**src/rtl/dmem_pkg.sv**
```systemverilog
// Shared types for the data-memory DMA controller: engine state encoding and
// transfer mode constants.
package dmem_pkg;

  typedef enum logic [1:0] {
    IDLE = 2'd0,
    RD   = 2'd1,
    WR   = 2'd2,
    DONE = 2'd3
  } dma_state_t;

  localparam logic MODE_COPY = 1'b0;
  localparam logic MODE_FILL = 1'b1;

endpackage

```
**src/rtl/dmem_dma_ctrl.sv**
```systemverilog
// Data-memory port owner: the core has absolute priority, and a byte-wide
// copy/fill engine uses the port only in cycles the core leaves free.
module dmem_dma_ctrl
  import dmem_pkg::*;
#(
  parameter int W = 8,
  parameter int A = 8
) (
  input  logic         Clk,
  input  logic         Reset,
  input  logic         CoreAccess,
  input  logic         CoreWriteEn,
  input  logic [A-1:0] CoreAddr,
  input  logic [W-1:0] CoreDataIn,
  output logic [W-1:0] CoreDataOut,
  input  logic         Start,
  input  logic         Mode,
  input  logic [A-1:0] SrcAddr,
  input  logic [A-1:0] DstAddr,
  input  logic [A:0]   Len,
  input  logic [W-1:0] FillVal,
  output logic         Busy,
  output logic         Done,
  output logic         MemWriteEn,
  output logic [A-1:0] MemAddr,
  output logic [W-1:0] MemDataIn,
  input  logic [W-1:0] MemDataOut
);

  dma_state_t   state_q;
  logic [A-1:0] src_q;
  logic [A-1:0] dst_q;
  logic [A:0]   cnt_q;
  logic         mode_q;
  logic [W-1:0] buf_q;
  logic         busy_q;
  logic         done_q;

  // The engine only moves in cycles where the core leaves the port free.
  always_ff @(posedge Clk) begin
    if (Reset) begin
      state_q <= IDLE;
      src_q   <= '0;
      dst_q   <= '0;
      cnt_q   <= '0;
      mode_q  <= 1'b0;
      buf_q   <= '0;
      busy_q  <= 1'b0;
      done_q  <= 1'b0;
    end else begin
      case (state_q)
        IDLE: begin
          if (Start) begin
            src_q  <= SrcAddr;
            dst_q  <= DstAddr;
            cnt_q  <= Len;
            mode_q <= Mode;
            busy_q <= 1'b1;
            if (Mode == MODE_FILL) buf_q <= FillVal;
            if (Len == '0) begin
              state_q <= DONE;
              done_q  <= 1'b1;
            end else begin
              state_q <= (Mode == MODE_FILL) ? WR : RD;
            end
          end
        end
        RD: begin
          if (!CoreAccess) begin
            buf_q   <= MemDataOut;
            src_q   <= src_q + A'(1);
            state_q <= WR;
          end
        end
        WR: begin
          if (!CoreAccess) begin
            dst_q <= dst_q + A'(1);
            cnt_q <= cnt_q - (A+1)'(1);
            if (cnt_q == (A+1)'(1)) begin
              state_q <= DONE;
              done_q  <= 1'b1;
            end else if (mode_q == MODE_COPY) begin
              state_q <= RD;
            end
          end
        end
        default: begin
          state_q <= IDLE;
          busy_q  <= 1'b0;
          done_q  <= 1'b0;
        end
      endcase
    end
  end

  // Port mux: the core always wins; an idle or stalled engine parks on dst/buf.
  always_comb begin
    MemWriteEn = 1'b0;
    MemAddr    = dst_q;
    MemDataIn  = buf_q;
    if (CoreAccess) begin
      MemWriteEn = CoreWriteEn;
      MemAddr    = CoreAddr;
      MemDataIn  = CoreDataIn;
    end else if (state_q == RD) begin
      MemAddr = src_q;
    end else if (state_q == WR) begin
      MemWriteEn = 1'b1;
    end
  end

  assign CoreDataOut = MemDataOut;
  assign Busy        = busy_q;
  assign Done        = done_q;

endmodule

```
**config.mk**
```make
export PLATFORM = sky130hd
export DESIGN_NAME = dmem_dma_ctrl
export DESIGN_NICKNAME = d
export VERILOG_FILES = /design/src/rtl/dmem_pkg.sv /design/src/rtl/dmem_dma_ctrl.sv
export SDC_FILE = /design/constraint.sdc
export NUM_CORES = 1
export LEC_CHECK = 0
export ABC_CLOCK_PERIOD_IN_PS = 2040
export BUFFER_PORTS_ARGS = -buffer_cell sky130_fd_sc_hd__buf_2
export CORE_MARGIN = 3
export CORE_UTILIZATION = 49
export CTS_BUF_LIST = sky130_fd_sc_hd__clkbuf_8
export DETAILED_ROUTE_END_ITERATION = 10
export MAX_ROUTING_LAYER = met4
export PLACE_DENSITY = 0.88
export SETUP_SLACK_MARGIN = 0.02
export SYNTH_ARGS = -nofsm -noshare
export SYNTH_HDL_FRONTEND = slang
export SYNTH_SLANG_ARGS = --single-unit
```
**constraint.sdc**
```tcl
create_clock -name Clk -period 2.04 [get_ports Clk]
set_input_delay 0.102 -clock Clk [delete_from_list [all_inputs] [get_ports Clk]]
set_output_delay 0.102 -clock Clk [all_outputs]
set_load 0.05 [all_outputs]
```
* After elaboration in Yosys (flattened, before gate mapping) *
Index checks and enable logic that the tools add are counted.

operators by class
  $add $sub $neg = 3
  equal/unequal tests = 10
  muxes and demuxes = 34
  bitwise logic cells = 2
  reduce and logical (&&, ||, !) cells = 12

operators with widths
  operator               number
  $mux W8                10
  $pmux W8 S2            3
  $mux W9                2
  $pmux W9 S2            1
  $add A8 B1 Y8 const B  2
  $mux W2                7
  $ne A2 B2 Y1 const B   6
  $eq A9 B1 Y1 const B   1
  $logic_not A9 Y1       1
  $sub A9 B1 Y9 const B  1
  $mux W1                8
  $reduce_and A4 Y1      2
  $pmux W2 S3            1
  $reduce_and A3 Y1      2
  $reduce_and A5 Y1      1
  $reduce_and A2 Y1      2
  $reduce_bool A2 Y1     2
  $ne A3 B3 Y1 const B   1
  $pmux W1 S3            1
  $eq A2 B1 Y1 const B   1
  $eq A2 B2 Y1 const B   1
  $logic_not A2 Y1       1
  $not A1 Y1             2
  $pmux W1 S2            1
  $reduce_or A2 Y1       1

word-level totals
  register bits = 38
  input bits = 63
  logic and storage cells = 69

* Longest topological paths before layout *
Gate-level depths: netlist of the first run.

  depth after elaboration = 4
  depth in mapped cells = 8
  gate-level depth less buffers = 6

* Worst setup path after synthesis of the first run *
No wires, ideal clock.

  path kind = register to output
  from = register state_q[1]
  to = output port MemAddr[0]
  arrival time = 2359 ps
  data required time = 1938 ps
  slack = -421 ps
  cell stages (with the launch flop) = 7
  buffers on the path = 2
  cells stage by stage = dfxtp_1 -> inv_1 -> ha_1 -> clkbuf_1 -> buf_2 -> mux2i_1 -> o21ai_0

on the way
  cells in the longest elaborated chain, start to end = 3

ends and longest elaborated chain
  item                    RTL line              RTL
  from (decl)             dmem_dma_ctrl.sv:30   dma_state_t state_q;
  from (signal assigned)  dmem_dma_ctrl.sv:64   state_q <= (Mode == MODE_FILL) ? WR : RD;
  $eq A2 B1 Y1            dmem_dma_ctrl.sv:105  end else if (state_q == RD) begin
  $mux W8                 dmem_dma_ctrl.sv:105
  $mux W8                 dmem_dma_ctrl.sv:101  if (CoreAccess) begin
  to (decl)               dmem_dma_ctrl.sv:25   output logic [A-1:0] MemAddr,

Every way passes these cells.

* Final worst setup path of the first run *
Same ends and word-level chain as after synthesis.

==> impl_results.md, run 1 <==
- Post-Syn Area per Cell: between 7 and 8 µm²
- Post-synth top cells: dfxtp_1 (38), nand2_1 (29), a21oi_1 (27)
- Clock power frac: 0.125
- Flop pwr share: 0.270
- Clock root buffer: clkbuf_8
- Hold Crit Class: in -> reg
- Max-cap violation count: 0
- Post-synthesis sequential area ratio: 0.2868
- Number of post-CTS setup repair buffers: 0
- Num rows: 26
- Post-Syn Nets: ~400
- Worst path cell trace: inv_1 > ha_2 > buf_8 > mux2i_1 > o21ai_2 > buf_2
- Combinational fraction of design power: 0.605
- Leading cell type by number of instances after synthesis: dfxtp_1
- Startpoint Class: flip-flop
- Worst path required time: 1.94 ns
- Area fraction in and, or, nand and nor cells after synthesis: 0.2085
- Gpl congestion: a little under 0.9
- Initial antenna violation count: 0
- CTS tree: yes
- Flops & latches, synth: 38
- Post-DRT Antenna Nets: 0
- TritonCTS buffer count: 5
- RSZ-0062 raised after global routing: true
- Fin Setup TNS: 0 ns
- Final hold vios: 0
- EDFF count, synth: 0
- Post-synthesis mux area share: 0.1061
- Setup violators final: 0
- Chip height: 79.58 µm
- Layout area overhead: 24.91%
- Routed WL: approximately 7600 µm
- Routed wire length per instance: roughly 16 µm
- DP HPWL: roughly 5400 µm
- Post-synth top area share: 0.2868
- Clk sinks: 38
- Slowest cell on crit path: dfxtp_1
- H-tree depth: 2
- Layout cell share with drive strength beyond 1: 0.3656
- Fin Clk Skew: 0.007639 ns
- Max layer used: met4
- Final Slew Violations: 0
- Crit path buffers/inverters: 3
- Element type at the critical path end: output port
- DIE WIDTH: 79.58 µm
- Wl on met1: 3232 µm
- Top delay family on crit path: buffers and inverters
- Pwr dens: between 1500 and 2000 mW/mm²
- Worst-path maximum fanout: 22
- Rel. slew slack: 0.5772
- Worst skew pair latency: approximately 0.30 ns
- Fin util: 0.6405
- DRC violation count after routing: 0
- Gr usage total: 0.2323
- First-pass GRT wire length: 11,500 µm
- DIE AREA: 0.006332 mm²
- Routed via count: about 2,800
- Maximum clock path buffer count: 2
- Routed length on met3: a little under 400 µm
- Via density: 5.723
- P_sw: 2534 µW
- Largest net degree at the start of global routing: 31
- Post-Synthesis Cells: 332
- Final period utilization: 0.9524
- Critical Path AT: 1.84 ns
- Initial DRC count: 205
- Synth Area in XOR/XNOR: 0
- Grt total ovfl: 0
- Post-Synth Adder-Cell Area: 0.04245
- DRT Pass-1 Iters: 4
- CORE AREA: ~0.0052 mm²
- WS Path Type: reg -> out
- Unique masters post-synth: 51
- Outcome: finished clean
- Vias in the first global route: around 2,400
- Crit path time final: 1.943 ns
- Worst-case vdd ir drop: ~0.86 mV
- Compound-Gate Fraction of Synth Area: 0.2807
- Synth Warn #: 0
- Filler instances: 445
- Synth async-reset ratio: 0
- Net Sw Frac: 0.4886
- I/O pin cnt: 90
- Synth area leaders: dfxtp_1 (29%), mux2i_1 (6.8%), a21oi_1 (5.1%)
- # nets final: 484
- Met2 wire len: ~3800 µm
- Clock transition at path regs: 0.08 ns
- Worst-Margin Slew: 0.6342 ns
- Internal power: 2652 µW
- Worst path max stage delay: 0.36 ns
- Fmax: 0.5147 GHz
- ANT cells: 0
- Leading area contributor after synthesis: dfxtp_1
- IO Port Bufs: 89
- P_leak: 0.001360 µW
- Synth Flop Type: dfxtp_1
- Main combinational cell family by area after synthesis: compound AO/OA/AOI/OAI gates
- Initial Util: 0.5128
- Mapped Area: 0.002653 mm²
what timing repair did:
item,in CTS,in global routing
hold buffers,0,0
setup endpoints to repair,1,27
gates resized for setup,1,12
power by group through the flow:
stage,Sequential [µW],Combinational [µW],Clock (µW)
finish,1400,3140,647
global route,1440,3410,670
CTS,1370,3030,644
floorplan,1340,2330,0
detailed placement,1380,2990,0
global placement,1360,2890,0
metrics by stage:
stage / cells / setup WS (ns) / total power [µW] / area (µm²) / hold WS, ns
floorplan: 332 / 0.2028 / 3667 / 2683 / 0.2495
detailed placement: 475 / 0.05937 / 4368 / 3158 / 0.3971
global route: 483 / 0.01904 / 5521 / 3313 / 0.08653
CTS: 483 / 0.02681 / 5048 / 3271 / 0.08384
finish: 483 / 0.09709 / 5187 / 3313 / 0.08164
global placement: 475 / 0.1367 / 4250 / 3158 / 0.3847
sequential cells by signal (all words and copies together) (netlist names):
name	count
state_q	2
Done	1
cnt_q	9
src_q	8
Busy	1
buf_q	8
dst_q	8
mode_q	1
path summary, 6_finish.rpt:
| path | startpoint | endpoint | slack (ns) | cells after the start |
|---|---|---|---|---|
| worst max register to register | state_q[1] | cnt_q[8] | 0.13 | 6 |
| worst min-delay path | SrcAddr[0] | src_q[0] | 0.08 | 3 |
| worst min register to register | mode_q | mode_q | 0.48 | 2 |
| worst max-delay path | state_q[1] | MemAddr[0] | 0.1 | 6 |
cell families after synthesis:
| logic type | Yosys count |
|---|---|
| fa+ha+maj | 9 |
| flops | 38 |
| simple gates | 107 |
| compound gates | 110 |
| mux | 27 |
| buf+inv | 41 |
cell usage in the layout, fill, tap and decap left out, drive strengths merged, types with 9 or more instances in the layout:
master  Yosys  routed
inv        12      11
mux2i      18      18
nor3       11      11
buf        20     101
nor2       23      23
nand2      29      29
dfxtp      38      38
mux2        9       9
a211oi     14      14
a21oi      28      28
o21ai      31      31
ha          9       9
tightest hold or removal path, stage by stage:
cell      delay, ns
buf_2          0.10
nand2_1        0.05
a311oi_1       0.08
layout make-up:
class | count | area [µm²] | share of cell area
multi-input combinational | 253 | 1750 | 0.5283
timing repair buffer | 102 | 556.8 | 0.1681
tap | 70 | 87.58 | 0.02644
clock buffer | 5 | 68.82 | 0.02077
clock inverter | 3 | 40.04 | 0.01208
sequential | 38 | 760.7 | 0.2296
inverter | 12 | 48.80 | 0.01473
layer usage:
| layer | up-vias | global-route usage |
|---|---|---|
| met4 | 0 | 0.06186 |
| met5 | - | - |
| met1 | 1286 | 0.3073 |
| met2 | 99 | 0.3740 |
| met3 | 15 | 0.03047 |
| li1 | 1364 | - |
Note: power is estimated with default switching activity, not from simulation.
==> run 2, diff against run 1 <==
--- a/config.mk
+++ b/config.mk
@@ -7,12 +7,14 @@
 export LEC_CHECK = 0
 export ABC_CLOCK_PERIOD_IN_PS = 2040
 export BUFFER_PORTS_ARGS = -buffer_cell sky130_fd_sc_hd__buf_2
+export CELL_PAD_IN_SITES_DETAIL_PLACEMENT = 0
+export CELL_PAD_IN_SITES_GLOBAL_PLACEMENT = 1
 export CORE_MARGIN = 3
-export CORE_UTILIZATION = 49
+export CORE_UTILIZATION = 37
 export CTS_BUF_LIST = sky130_fd_sc_hd__clkbuf_8
 export DETAILED_ROUTE_END_ITERATION = 10
 export MAX_ROUTING_LAYER = met4
-export PLACE_DENSITY = 0.88
+export PLACE_DENSITY = 0.92
 export SETUP_SLACK_MARGIN = 0.02
 export SYNTH_ARGS = -nofsm -noshare
 export SYNTH_HDL_FRONTEND = slang
==> impl_results.md, run 2 (same netlist as run 1, synthesis figures left out) <==
- Chip height: 90.67 µm (+14%)
- Most frequent cells in the layout: buf_2 (89), dfxtp_1 (38), nand2_1 (29)
- Setup violators final: 0 (unchanged)
- Element type at the critical path end: output port
- Most common cell after layout, fill and taps aside: buf_2
- Clock root buffer: clkbuf_8
- Fin Setup TNS: 0 ns (unchanged)
- Num rows: 30 (+15%)
- Final Slew Violations: 0 (unchanged)
- Gpl congestion: 0.8408 (-5.3%)
- ANT cells: 0 (unchanged)
- P_leak: 0.001377 µW (+1.3%)
- Worst path required time: 1.94 ns (about the same)
- Max-cap violation count: 0 (unchanged)
- Outcome: finished clean
- I/O pin cnt: 90 (unchanged)
- Clock transition at path regs: 0.08 ns (about the same)
- Critical path depth: 6 (unchanged)
- Largest net degree at the start of global routing: 28 (-9.7%)
- Vias in the first global route: 2,482 (+4.2%)
- Clock power frac: 0.126 (about the same)
- WS Path Type: reg -> out
- Final hold vios: 0 (unchanged)
- # nets final: 485 (+0.21%)
- Layout cell share with drive strength beyond 1: 0.3551 (-0.01054)
- Flop pwr share: 0.268 (-0.002)
- Maximum clock path buffer count: 2 (unchanged)
- Combinational fraction of design power: 0.606 (about the same)
- Slowest cell on crit path: dfxtp_1
- Grt total ovfl: 0 (unchanged)
- Initial antenna violation count: 0 (unchanged)
- Hold Crit Class: in -> reg
- Min-delay src: Mode
- Top reg by flops: cnt_q
- Worst Reg-to-Reg Cells: 7 (+1)
- First-pass GRT wire length: 11,970 µm (+4.1%)
- Reg2reg setup slack: 0.15 ns (+0.02 ns)
- Routed WL: 7249 µm (-4.2%)
- Top delay family on crit path: buffers and inverters
- DRT Pass-1 Iters: 4 (unchanged)
- Max reg flops: 9 (unchanged)
- Via density: 5.202 (-9.1%)
- Fin Clk Skew: 0.01221 ns (+0.004575 ns)
- H-tree depth: 2 (unchanged)
- Worst skew pair latency: 0.30 ns (about the same)
- IO Port Bufs: 89 (unchanged)
- RSZ-0062 raised after global routing: true
- Clk sinks: 38 (unchanged)
- Crit path time final: 1.910 ns (-0.03326 ns)
- CORE AREA: 0.006869 mm² (+33%)
- P_sw: 2452 µW (-3.2%)
- Routed wire length per instance: 14.21 µm (-9.2%)
- Routed via count: 2,653 (-4.0%)
- Fmax: 0.5237 GHz (+1.7%)
- Internal power: 2685 µW (+1.2%)
- CTS tree: yes
- Worst path max stage delay: 0.36 ns (about the same)
- Initial Util: 0.3862 (-0.1267)
- Final period utilization: 0.9361 (-0.01630)
- Reg2Reg Capture Point: dst_q[0]
- Post-CTS Hold Buffers: 0 (unchanged)
- Pwr dens: 1531 mW/mm² (-2.2%)
- Fin util: 0.4885 (-0.1520)
- Worst-path maximum fanout: 19 (-14%)
- Post-DRT Antenna Nets: 0 (unchanged)
- DIE AREA: 0.008221 mm² (+30%)
- Critical Path AT: 1.81 ns (-0.03 ns)
- Reg2Reg Launch Point: state_q[0]
- Layout area overhead: 26.51%
- DRC violation count after routing: 0 (unchanged)
- DIE WIDTH: 90.67 µm (+14%)
- Rel. slew slack: 0.6244 (+0.04724)
- Net Sw Frac: 0.4774 (-0.01127)
- Startpoint Class: flip-flop
- DP HPWL: 5496 µm (+1.4%)
- Worst hold endpoint: mode_q
- Gr usage total: 0.1797 (-0.05259)
- Initial DRC count: 157 (-23%)
- Hold path depth: 3 (unchanged)
- Worst-Margin Slew: 0.5633 ns (-0.07086 ns)
- Worst path cell trace: inv_1 > ha_1 > buf_6 > mux2i_1 > o21ai_2 > buf_2
- TritonCTS buffer count: 5 (unchanged)
- Worst-case vdd ir drop: 0.7805 mV (-9.6%)
- Crit path buffers/inverters: 3 (unchanged)
==> run 2: cell count changes in the layout (fill, tap and decap cells not counted), sizes merged <==
| cell | previous run | this run |
|---|---|---|
| clkbuf | 6 | 5 |
| buf | 101 | 103 |
==> run 2: final cells by class <==
cell class                      count  area [µm²]
Sequential cell                    38       760.7
Clock inverter                      3       40.04
Tap cell                           96       120.1
Timing Repair Buffer              103       583.1
Inverter                           12       48.80
Clock buffer                        5       68.82
Fill cell                         664        3513
Multi-Input combinational cell    253        1734
==> run 2: worst max-delay path by stage <==
| stage | from | end | slack, ns |
|---|---|---|---|
| 6_report | state_q[1] | MemAddr[5] | 0.13 |
| 5_1_grt | state_q[1] | buf_q[6] | 0.01 |
| 4_1_cts | state_q[0] | cnt_q[8] | 0.05 |
| 3_5_place_dp | state_q[0] | cnt_q[8] | 0.08 |
| 3_3_place_gp | state_q[0] | cnt_q[8] | 0.17 |
| 2_1_floorplan | state_q[1] | MemAddr[0] | 0.20 |
==> run 2: repair_timing <==
action	in CTS	in global routing
hold endpoints to repair	0	0
resized for setup	0	6
setup endpoints to repair	0	13
setup buffers	0	1
==> run 2: routing by layer <==
layer,wire [µm],GRT usage,vias to the layer above
met5,0,-,-
met4,85,0.04464,0
met3,306,0.02917,9
met2,3530,0.2922,58
met1,3326,0.2331,1212
li1,-,-,1374
==> run 2: worst register-to-register path: cells and delay by family, from the launching register on <==
kind | cells | cell delay [ns]
AO/OA/AOI/OAI | 3 | 0.53
adder cells (fa/ha/maj) | 1 | 0.28
buffers and inverters | 2 | 0.35
flip-flops | 1 | 0.41
AND/OR/NAND/NOR | 1 | 0.23
==> run 2: through the flow <==
step	instances	setup WS (ns)	area, µm²	total power (µW)	hold WS [ns]
finish	510	0.1303	3356	5137	0.08228
global route	510	0.009573	3356	5544	0.09629
CTS	509	0.05133	3312	5066	0.07973
detailed placement	501	0.08274	3203	4410	0.3941
global placement	501	0.1728	3203	4341	0.3890
floorplan	332	0.2028	2683	3667	0.2495
==> run 2: power groups by stage <==
stage	Clock [µW]	Sequential (µW)	Combinational, µW
floorplan	0	1340	2330
CTS	658	1370	3040
global placement	0	1370	2970
global route	680	1430	3440
detailed placement	0	1380	3030
finish	648	1380	3110
